<file path="src/rtl/uart_pkg.sv">
// rtl/uart_pkg.sv - shared FSM encoding, data width default and source ids for the UART TX arbiter
package uart_pkg;

  typedef enum logic [1:0] {
    IDLE      = 2'd0,
    START     = 2'd1,
    WAIT_DONE = 2'd2
  } state_t;

  localparam int DATA_W_DEF = 8;

  localparam logic SRC0 = 1'b0;
  localparam logic SRC1 = 1'b1;

endpackage

</file>
<file path="src/rtl/uart_tx_arbiter_if.sv">
// rtl/uart_tx_arbiter_if.sv - requester handshakes and UART TX start/done link
// master: the arbiter side; slave: requesters plus the UART TX core.
interface uart_tx_arbiter_if
  import uart_pkg::*;
#(
  parameter int DATA_W = DATA_W_DEF
);
  logic              req0_valid;
  logic [DATA_W-1:0] req0_data;
  logic              req0_ready;
  logic              req1_valid;
  logic [DATA_W-1:0] req1_data;
  logic              req1_ready;
  logic              tx_start;
  logic [DATA_W-1:0] tx_data;
  logic              tx_done;

  modport master (
    input  req0_valid, req0_data, req1_valid, req1_data, tx_done,
    output req0_ready, req1_ready, tx_start, tx_data
  );

  modport slave (
    output req0_valid, req0_data, req1_valid, req1_data, tx_done,
    input  req0_ready, req1_ready, tx_start, tx_data
  );
endinterface

</file>
<file path="src/rtl/uart_tx_arbiter_rr_arb2.sv">
// rtl/uart_tx_arbiter_rr_arb2.sv - combinational two-way round-robin pick
module rr_arb2
  import uart_pkg::*;
(
  input  logic valid0,
  input  logic valid1,
  input  logic last_grant,
  output logic grant_valid,
  output logic grant_id
);

  assign grant_valid = valid0 | valid1;

  // On a tie the requester that did not win last time is picked.
  always_comb begin
    grant_id = SRC0;
    if (valid0 && valid1) begin
      grant_id = ~last_grant;
    end else if (valid1) begin
      grant_id = SRC1;
    end
  end

endmodule

</file>
<file path="src/rtl/uart_tx_arbiter.sv">
// rtl/uart_tx_arbiter.sv - round-robin sharing of one UART TX between two byte requesters
// Optional tx_done timeout with sticky err is built when UART_ARB_TIMEOUT_EN is defined.
module uart_tx_arbiter
  import uart_pkg::*;
#(
  parameter int DATA_W      = DATA_W_DEF,
  parameter int CNT_W       = 16,
  parameter int TIMEOUT_CYC = 2048
)(
  input  logic                clk_sis,
  input  logic                rst,
  uart_tx_arbiter_if.master   bus,
  output logic                busy,
  output logic                grant_id,
  output logic                xfer_done,
  output logic                xfer_src,
  output logic [CNT_W-1:0]    cnt0,
  output logic [CNT_W-1:0]    cnt1,
  output logic                err
);

  state_t            state;
  logic              last_grant;
  logic [DATA_W-1:0] data_q;
  logic              gid_q;
  logic              tx_start_q;
  logic              xfer_done_q;
  logic              xfer_src_q;
  logic              pick_valid;
  logic              pick_id;
  logic              accept;
  logic              timeout_hit;

  rr_arb2 u_rr (
    .valid0      (bus.req0_valid),
    .valid1      (bus.req1_valid),
    .last_grant  (last_grant),
    .grant_valid (pick_valid),
    .grant_id    (pick_id)
  );

  // Ready is the only same-cycle output: it must answer valid while still in IDLE.
  assign accept         = !rst && (state == IDLE) && pick_valid;
  assign bus.req0_ready = accept && (pick_id == SRC0);
  assign bus.req1_ready = accept && (pick_id == SRC1);

  assign bus.tx_start = tx_start_q;
  assign bus.tx_data  = data_q;
  assign busy         = (state != IDLE);
  assign grant_id     = gid_q;
  assign xfer_done    = xfer_done_q;
  assign xfer_src     = xfer_src_q;

`ifdef UART_ARB_TIMEOUT_EN
  localparam int TO_W = (TIMEOUT_CYC > 2) ? $clog2(TIMEOUT_CYC) : 1;
  logic [TO_W-1:0] to_cnt;
  logic            err_q;
  assign timeout_hit = (to_cnt == TO_W'(TIMEOUT_CYC - 1));
  assign err         = err_q;
`else
  logic [31:0] unused_timeout;
  assign unused_timeout = TIMEOUT_CYC;
  assign timeout_hit    = 1'b0;
  assign err            = 1'b0;
`endif

  always_ff @(posedge clk_sis) begin
    if (rst) begin
      state       <= IDLE;
      last_grant  <= SRC1;
      data_q      <= '0;
      gid_q       <= SRC0;
      tx_start_q  <= 1'b0;
      xfer_done_q <= 1'b0;
      xfer_src_q  <= SRC0;
      cnt0        <= '0;
      cnt1        <= '0;
`ifdef UART_ARB_TIMEOUT_EN
      to_cnt      <= '0;
      err_q       <= 1'b0;
`endif
    end else begin
      tx_start_q  <= 1'b0;
      xfer_done_q <= 1'b0;
      case (state)
        IDLE: begin
          if (pick_valid) begin
            data_q     <= (pick_id == SRC1) ? bus.req1_data : bus.req0_data;
            gid_q      <= pick_id;
            tx_start_q <= 1'b1;
            state      <= START;
          end
        end
        START: begin
          state <= WAIT_DONE;
`ifdef UART_ARB_TIMEOUT_EN
          to_cnt <= '0;
`endif
        end
        WAIT_DONE: begin
          if (bus.tx_done) begin
            xfer_done_q <= 1'b1;
            xfer_src_q  <= gid_q;
            last_grant  <= gid_q;
            state       <= IDLE;
            if (gid_q == SRC0) begin
              if (cnt0 != '1) cnt0 <= cnt0 + CNT_W'(1);
            end else begin
              if (cnt1 != '1) cnt1 <= cnt1 + CNT_W'(1);
            end
          end else if (timeout_hit) begin
            // Abandon the frame and hand priority to the other requester.
            last_grant <= gid_q;
            state      <= IDLE;
`ifdef UART_ARB_TIMEOUT_EN
            err_q      <= 1'b1;
`endif
          end else begin
`ifdef UART_ARB_TIMEOUT_EN
            to_cnt <= to_cnt + TO_W'(1);
`endif
          end
        end
        default: state <= IDLE;
      endcase
    end
  end

endmodule

</file>
<file path="src/flat_wrapper.sv">
// flat-port wrapper written by rule: the top's interface ports become plain ports
module uart_tx_arbiter_flat import uart_pkg::*;
#(
  parameter int DATA_W      = DATA_W_DEF,
  parameter int CNT_W       = 16,
  parameter int TIMEOUT_CYC = 2048
)
  (clk_sis, rst, busy, grant_id, xfer_done, xfer_src, cnt0, cnt1, err, bus_req0_valid, bus_req0_data, bus_req1_valid, bus_req1_data, bus_tx_done, bus_req0_ready, bus_req1_ready, bus_tx_start, bus_tx_data);
  uart_tx_arbiter_if #(.DATA_W(DATA_W)) bus_i ();
  input  logic clk_sis;
  input  logic rst;
  output logic busy;
  output logic grant_id;
  output logic xfer_done;
  output logic xfer_src;
  output logic [CNT_W-1:0] cnt0;
  output logic [CNT_W-1:0] cnt1;
  output logic err;
  input wire logic [$bits(bus_i.req0_valid)-1:0] bus_req0_valid;
  input wire logic [$bits(bus_i.req0_data)-1:0] bus_req0_data;
  input wire logic [$bits(bus_i.req1_valid)-1:0] bus_req1_valid;
  input wire logic [$bits(bus_i.req1_data)-1:0] bus_req1_data;
  input wire logic [$bits(bus_i.tx_done)-1:0] bus_tx_done;
  output wire logic [$bits(bus_i.req0_ready)-1:0] bus_req0_ready;
  output wire logic [$bits(bus_i.req1_ready)-1:0] bus_req1_ready;
  output wire logic [$bits(bus_i.tx_start)-1:0] bus_tx_start;
  output wire logic [$bits(bus_i.tx_data)-1:0] bus_tx_data;
  assign bus_i.req0_valid = bus_req0_valid;
  assign bus_i.req0_data = bus_req0_data;
  assign bus_i.req1_valid = bus_req1_valid;
  assign bus_i.req1_data = bus_req1_data;
  assign bus_i.tx_done = bus_tx_done;
  assign bus_req0_ready = bus_i.req0_ready;
  assign bus_req1_ready = bus_i.req1_ready;
  assign bus_tx_start = bus_i.tx_start;
  assign bus_tx_data = bus_i.tx_data;
  uart_tx_arbiter #(.DATA_W(DATA_W), .CNT_W(CNT_W), .TIMEOUT_CYC(TIMEOUT_CYC)) u_core (.clk_sis(clk_sis), .rst(rst), .bus(bus_i), .busy(busy), .grant_id(grant_id), .xfer_done(xfer_done), .xfer_src(xfer_src), .cnt0(cnt0), .cnt1(cnt1), .err(err));
endmodule
</file>
<file path="config.mk">
export PLATFORM = sky130hd
export DESIGN_NAME = uart_tx_arbiter_flat
export DESIGN_NICKNAME = d
export VERILOG_FILES = /design/src/rtl/uart_pkg.sv /design/src/rtl/uart_tx_arbiter_if.sv /design/src/rtl/uart_tx_arbiter_rr_arb2.sv /design/src/rtl/uart_tx_arbiter.sv /design/src/flat_wrapper.sv
export SDC_FILE = /design/constraint.sdc
export NUM_CORES = 1
export LEC_CHECK = 0
export ABC_AREA = 1
export BUFFER_PORTS_ARGS = -buffer_cell sky130_fd_sc_hd__buf_2
export CORE_UTILIZATION = 28
export DETAILED_ROUTE_END_ITERATION = 10
export GPL_ROUTABILITY_DRIVEN = 0
export PLACE_DENSITY = 0.51
export RECOVER_POWER = 25
export SLEW_MARGIN = 20
export SYNTH_ARGS = -nofsm -noshare
export SYNTH_HDL_FRONTEND = slang
export SYNTH_SLANG_ARGS = --single-unit
</file>
<file path="constraint.sdc">
create_clock -name clk_sis -period 4.15 [get_ports clk_sis]
set_clock_uncertainty 0.15 [all_clocks]
set_input_delay 0.415 -clock clk_sis [delete_from_list [all_inputs] [get_ports clk_sis]]
set_output_delay 0.415 -clock clk_sis [all_outputs]
set_load 0.02 [all_outputs]
</file>
---- Word-level counts from Yosys, hierarchy flattened ----
Cells that the tools add are included.
word-level totals
  word-level logic and storage cells ...... 46
  memories kept ........................... 0
  bits in latches ......................... 0
  bits in writable memories ............... 0
  input bits .............................. 21
  bits in read-only memories .............. 0
  output and inout port bits .............. 48
  bits in registers ....................... 47
cells by class
  muxes and demuxes ....................... 8
  div/mod/pow operators ................... 0
  eq/ne operators ......................... 6
  reductions and logical operators ........ 15
  bitwise logic cells ..................... 6
  shift-type cells ........................ 0
  add/subtract/negate cells ............... 2
  multipliers ............................. 0
  magnitude comparators ................... 0
operators by type and width
  kind                                                              number
  16-bit by 1-bit adder with 16-bit output (second input constant)  2
  16-bit != test (second input constant)                            2
  8-bit 2-to-1 mux                                                  1
  4-bit AND reduction                                               2
  2-bit one-hot mux with 3 select lines                             1
  2-bit AND reduction                                               3
  1-bit logical AND                                                 5
  1-bit NOT                                                         5
  1-bit 2-to-1 mux                                                  4
  2-bit 2-to-1 mux                                                  2
  2-bit OR reduction                                                2
  2-bit by 1-bit == test with 1-bit output (second input constant)  1
  2-bit == test (second input constant)                             1
  2-bit zero test                                                   1
  2-bit by 1-bit != test with 1-bit output (second input constant)  1
  2-bit != test (second input constant)                             1
  2-bit nonzero test                                                1
  1-bit zero test                                                   1
  1-bit bitwise OR                                                  1

---- Longest topological paths before layout ----
Gate-level depths: netlist (run 1).
  depth after elaboration ................. 4
  gate-level depth with buffers ........... 10
  depth with buffers taken out ............ 10

---- Modules after synthesis ----
Synthesis (run 1) repeated with hierarchy kept, for this count alone.
second synthesis, totals
  cells, all modules ...................... 384
  area total of the unflattened synthesis .. 2518.7 um^2
modules (own cells, without submodules)
  module           area an instance (um^2)  times used  cells each  seq. area each (um^2)
  uart_tx_arbiter  2503.7                   1           381         940.9
  rr_arb2          15.0                     1           3           0.0

---- Least setup slack after synthesis (run 1) ----
No wires, ideal clock.
  path kind ............................... register -> output
  start ................................... register u_core.state[1]
  end ..................................... output bus_req0_ready
  slack ................................... 2316 ps
  required time ........................... 3585 ps
  path buffers ............................ 0
  stages on the path, launching flop included .. 8
  arrival ................................. 1269 ps
  path through ............................ dfxtp_1 inv_1 nand2_1 nor2_4 inv_1 nor2_1 inv_1 nor2_1
on the way
  word-level cells in the longest chain between the ends .. 4
ends and longest elaborated chain
  item                             line                   text
  start, declared                  uart_tx_arbiter.sv:22  state_t state;
  start signal, assigned           uart_tx_arbiter.sv:69  state <= IDLE;
  start signal, assigned           uart_tx_arbiter.sv:91  state <= START;
  start signal, assigned           uart_tx_arbiter.sv:95  state <= WAIT_DONE;
  2-bit zero test                  uart_tx_arbiter.sv:43  assign accept = !rst && (state == IDLE) && pick_valid;
  1-bit logical AND (2 in series)  uart_tx_arbiter.sv:43
  1-bit logical AND                uart_tx_arbiter.sv:44  assign bus.req0_ready = accept && (pick_id == SRC0);
  end, declared                    flat_wrapper.sv:24     output wire logic [$bits(bus_i.req0_ready)-1:0] bus_req0_ready;
Every way passes these cells.

---- Worst setup path in the final report (run 1) ----
Same ends and word-level chain as after synthesis.

==> impl_metrics.tcl, run 1 <==
set metrics [dict create \
    status "finished, violations left" \
    violations "design-rule violations" \
    grt_pass1_wl_um 10100 \
    routed-via-count 2427 \
    cts_root_buf "clkbuf_8" \
    cp_slowest_cell "nor2_1" \
    swShare 0.258 \
    yosys_warnings 0 \
    seq_area_frac_synth 0.364 \
    internal_power_w 0.000676 \
    antenna_found_initial 0 \
    seq_power_share 0.524 \
    setup_violations 0 \
    drt-vias-per-instance 4.47 \
    tightest_slew_ns 0.910 \
    setup_tns_ns 0 \
    min_to "u_core.bus.tx_data[4]" \
    place_inst 536 \
    hpwl_um 4450 \
    fin_cells 543 \
    hold_path.startpoint "bus_req0_data[4]" \
    fp.dieH_um 98.0 \
    mostFrequentLayoutCells "nand2_1 (99), nor2_1 (50), buf_2 (48), dfxtp_1 (47), inv_1 (32)" \
    cp_data_arrival_time_ns 2.07 \
    portBuffers 67 \
    final_common_cell "nand2_1" \
    cts_sinks 47 \
    cts_setup_buffers 0 \
    cap_viol_max_count 0 \
    period_share 0.635 \
    cts_tree "built" \
    slew_viol_final 0 \
    cts_max_path_buffers 2 \
    postSynthCellCount 372 \
    synthDistinctLibCells 30 \
    hold_buffers 0 \
    ios 69 \
    critPathLaunchType "flip-flop" \
    ant_nets 0 \
    utilization 0.345 \
    die_x_um 98.0 \
    initial_utilization 0.293 \
    wl_um 5950 \
    whs_path_depth 3 \
    hold_viol 0 \
    drc 3 \
    rrSetupSlack_ns 2.29 \
    grt_pass1_vias 2230 \
    worst_slack_ns 1.51 \
    comb_power_share 0.119 \
    crit_fanout 17 \
    core_area_mm2 0.00881 \
    switching_power_w 0.000235 \
    slowest_delay_ns 0.63 \
    crit_chain "inv_1 -> nand2_1 -> nor2_1 -> inv_1 -> nor2_1 -> inv_1 -> nor2_1 -> buf_2" \
    die_area_mm2 0.00961 \
    clkPwrFrac 0.357 \
    rsz0062_at_grt "false" \
    ys_seq_elements 47 \
    drive_above_1_share 0.246 \
    synth_edf_count 0 \
    ctsResizeCount 0 \
    syn-num-nets 395 \
    finish.net_count 458 \
    clkLatencyLatePin_ns 0.29 \
    finalCriticalPeriod_ns 2.64 \
    required_ns 3.59 \
    slew_headroom 0.393 \
    grtUsageTotal 0.127 \
    p_per_area_mw_per_mm2 300 \
    critPathKind "reg -> out" \
    r2r-start "u_core.cnt0[1]" \
    diodes 0 \
    row_count 34 \
    grt_max_degree 32 \
    synth_ff_type "dfxtp_1" \
    max_freq_mhz 379 \
    htree_levels 2 \
    dr.pass1.iters 10 \
    peakVddDrop_mv 0.132 \
    syn_area_mm2 0.00258 \
    async_reset_ff_frac 0 \
    clk_pin_slew_worst_paths_ns 0.08 \
    synth.avg_cell_area_um2 6.94 \
    hold_class "in -> reg" \
    worst-r2r-cell-count 9 \
    drt_iter0_markers 84 \
    overflow 0 \
    r2r_end "u_core.cnt0[13]" \
    post_drt_wl_per_cell_um 11.0 \
    cts-buffers-inserted 5 \
    leakage_nw 1.27 \
    post-place-ws_ns 2.06 \
    endpoint_kind "primary output" \
    areaGrowthSynthToFinish_pct 17.7 \
]
## critical path: cells and delay by family, from the launching register on
family                 cells  cell delay, ns
buffers and inverters      4            0.49
DFF                        1            0.33
and+or+nand+nor            4            0.95
## power by group through the flow
stage | logic (W) | clock network [W] | registers, W
2_1_floorplan | 0.0000650 | 0 | 0.000504
3_3_place_gp | 0.000114 | 0 | 0.000489
3_5_place_dp | 0.000117 | 0 | 0.000487
4_1_cts | 0.000116 | 0.000342 | 0.000478
5_1_grt | 0.000123 | 0.000358 | 0.000480
6_report | 0.000109 | 0.000325 | 0.000478
## cell type report
class / count / area [um^2]
fillers: 973 / 5770
inverters: 37 / 139
clock inverters: 1 / 30.0
flip-flops and latches: 47 / 941
well taps: 108 / 135
clock buffers: 6 / 72.6
multi-input cells: 277 / 1410
repair buffers: 67 / 312
## cell usage after synthesis (4+ instances only)
master / instances / area share
nand2_2: 18 / 0.044
nor2_4: 8 / 0.035
nor2_2: 10 / 0.024
a21oi_2: 8 / 0.027
o21ai_0: 13 / 0.025
dfxtp_1: 47 / 0.36
a21oi_1: 15 / 0.029
nand2_1: 99 / 0.14
xor2_1: 4 / 0.014
nor2_1: 48 / 0.070
nand3_2: 5 / 0.019
nand3_1: 21 / 0.041
nand4_1: 5 / 0.012
nand2_4: 4 / 0.017
a31oi_1: 8 / 0.019
inv_1: 32 / 0.047
## metrics by stage
step | total power, W | area [um^2] | hold slack, ns
after floorplan | 0.000569 | 2580 | 0.293
after global placement | 0.000603 | 2980 | 0.332
after detailed placement | 0.000604 | 2980 | 0.340
after CTS | 0.000936 | 3080 | 0.219
after global routing | 0.000961 | 3040 | 0.228
final | 0.000911 | 3040 | 0.234
## registers in the layout (all words and copies together) (netlist names)
register and count:
u_core.xfer_src 1, u_core.last_grant 1, u_core.bus.tx_start 1, u_core.xfer_done 1, u_core.grant_id 1, u_core.cnt1 16, u_core.bus.tx_data 8, u_core.state 2
u_core.cnt0 16
## per-layer routing
layer,track usage,up-vias,part of all wire
li1,-,1294,-
met1,0.162,1063,0.48
met2,0.217,68,0.46
met3,0.0286,2,0.061
met4,0.0315,0,0.0064
met5,0,-,0
## cells by family after synthesis
group,after synthesis,share of synthesized area
adder cells (fa/ha/maj),2,0.00969
buffers and inverters,48,0.0838
AND/OR/NAND/NOR,223,0.418
flip-flops,47,0.364
other,1,0.00145
XOR/XNOR,6,0.0203
AO/OA/AOI/OAI,45,0.103
## worst max path at each step
stage,from,to,slack (ns),depth (start not counted)
floorplan,u_core.state[1],bus_req0_ready,2.32,7
global placement,bus_req0_valid,bus_req0_ready,2.13,6
global route,u_core.state[1],bus_req1_ready,1.16,8
detailed placement,rst,u_core.bus.tx_data[1],2.06,4
finish,u_core.state[1],bus_req0_ready,1.51,8
CTS,u_core.state[1],bus_req0_ready,1.86,8
Power figures use the tool's default switching activity.
==> run 2: changes to the inputs <==
==> constraint.sdc (replaced) <==
create_clock -name clk_sis -period 2.5 [get_ports clk_sis]
set_clock_uncertainty 0.15 [all_clocks]
set_input_delay 0.25 -clock clk_sis [delete_from_list [all_inputs] [get_ports clk_sis]]
set_output_delay 0.25 -clock clk_sis [all_outputs]
set_load 0.02 [all_outputs]
==> run 2 against run 1 <==
The run still ends with design-rule violations left. Sequential share of layout area shrank 0.18 points. Count of clock-buffer cells in the layout increased by 2. Cell area rose by 0.58%. Critical endpoint unchanged.
==> impl_metrics.tcl, run 2 (synthesis gave the netlist of run 1 again) <==
set metrics [dict create \
    r2r-start "u_core.cnt0[0]" \
    violations "design-rule violations" \
    finalCriticalPeriod_ns 2.06 \
    drt_iter0_markers 72 \
    leakage_nw 1.28 \
    crit_fanout 17 \
    cts_sinks 47 \
    seq_area_um2 941 \
    grt_max_degree 28 \
    finish.net_count 460 \
    core_area_mm2 0.00881 \
    cts_tree "built" \
    die_x_um 98.0 \
    cap_viol_max_count 0 \
    hold_buffers 0 \
    fillers 971 \
    post_dp_cell_area_mm2 0.00299 \
    grt_pass1_wl_um 10300 \
    drive_above_1_share 0.249 \
    status "finished, violations left" \
    clk_pin_slew_worst_paths_ns 0.09 \
    die_area_mm2 0.00961 \
    ant_nets 0 \
    rsz0062_at_grt "false" \
    dr.pass1.iters 8 \
    ctsResizeCount 0 \
    critPathLaunchType "flip-flop" \
    grt_pass1_vias 2249 \
    final_area_mm2 0.00306 \
    setup_tns_ns 0 \
    antenna_found_initial 0 \
    multi_input_area_mm2 0.00142 \
    cts_setup_buffers 0 \
    fin_cells 546 \
    drc 3 \
    diodes 0 \
    final_common_cell "nand2_1" \
    worst_slack_ns 0.435 \
    wl_um 6080 \
    hold_path.startpoint "bus_req0_data[4]" \
    post_drt_wl_per_cell_um 11.1 \
    max_freq_mhz 484 \
    routed-via-count 2470 \
    clkLatencyLatePin_ns 0.30 \
    power_w 0.00149 \
    cts-buffers-inserted 5 \
    period_share 0.826 \
    cp-startpoint "u_core.state[1]" \
    hpwl_um 4530 \
    portBuffers 67 \
    drt-vias-per-instance 4.52 \
    setup_violations 0 \
    htree_levels 2 \
    crit_chain "inv_1 -> nand2_1 -> nor2_4 -> inv_1 -> nor2_1 -> inv_1 -> nor2_1 -> buf_2" \
    slew_headroom 0.435 \
    slowest_delay_ns 0.33 \
    required_ns 2.10 \
    cts_root_buf "clkbuf_8" \
    overflow 0 \
    p_per_area_mw_per_mm2 488 \
    peakVddDrop_mv 0.197 \
    mostFrequentLayoutCells "nand2_1 (99), nor2_1 (49), dfxtp_1 (47), buf_2 (46), inv_1 (32)" \
    grtUsageTotal 0.130 \
    hold_viol 0 \
    areaGrowthSynthToFinish_pct 18.4 \
    critPathKind "reg -> out" \
    slew_viol_final 0 \
    cp_slowest_cell "dfxtp_1" \
    hold_class "in -> reg" \
    place_inst 538 \
    endpoint_kind "primary output" \
    ios 69 \
    row_count 34 \
    fp.dieH_um 98.0 \
    initial_utilization 0.293 \
    post-place-ws_ns 0.704 \
    tightest_slew_ns 0.846 \
    cp_data_arrival_time_ns 1.66 \
    cpMostUsedCell "inv_1" \
    cts_max_path_buffers 2 \
]
## run 2: worst max-delay path: cells and delay by family, from the launching register on
family | cells | cell delay, ns
flip-flops | 1 | 0.33
buffers and inverters | 4 | 0.44
AND/OR/NAND/NOR | 4 | 0.60
## run 2: stage by stage
stage / hold WS (ns) / util
6_report: 0.0620 / 0.347
3_5_place_dp: 0.319 / 0.340
5_1_grt: 0.0555 / 0.347
4_1_cts: 0.0580 / 0.351
3_3_place_gp: 0.321 / 0.340
2_1_floorplan: 0.260 / -
## run 2: final cells by class
type,instances,area share
Tap cell,108,0.0442
Inverter,37,0.0454
Sequential cell,47,0.308
Multi-Input combinational cell,277,0.464
Timing Repair Buffer,69,0.106
Clock buffer,8,0.0327
## run 2: path summary, 6_finish.rpt
| check | endpoint | slack (ns) | cells past startpoint |
|---|---|---|---|
| max | bus_req0_ready | 0.44 | 8 |
| min | u_core.bus.tx_data[4] | 0.06 | 3 |
| max reg2reg | u_core.cnt0[13] | 0.68 | 9 |
| min reg2reg | u_core.xfer_src | 0.33 | 2 |
## run 2: where the power goes
| group | internal [W] | switching (W) |
|---|---|---|
| combinational | 0.0000560 | 0.000129 |
| clock | 0.000253 | 0.000261 |
| sequential | 0.000776 | 0.0000161 |
| total | 0.00109 | 0.000406 |
## run 2: routing by layer
layer | track usage | wire, um
met2 | 0.217 | 2770
met5 | 0 | 0
met1 | 0.163 | 2880
met3 | 0.0329 | 362
met4 | 0.0420 | 74
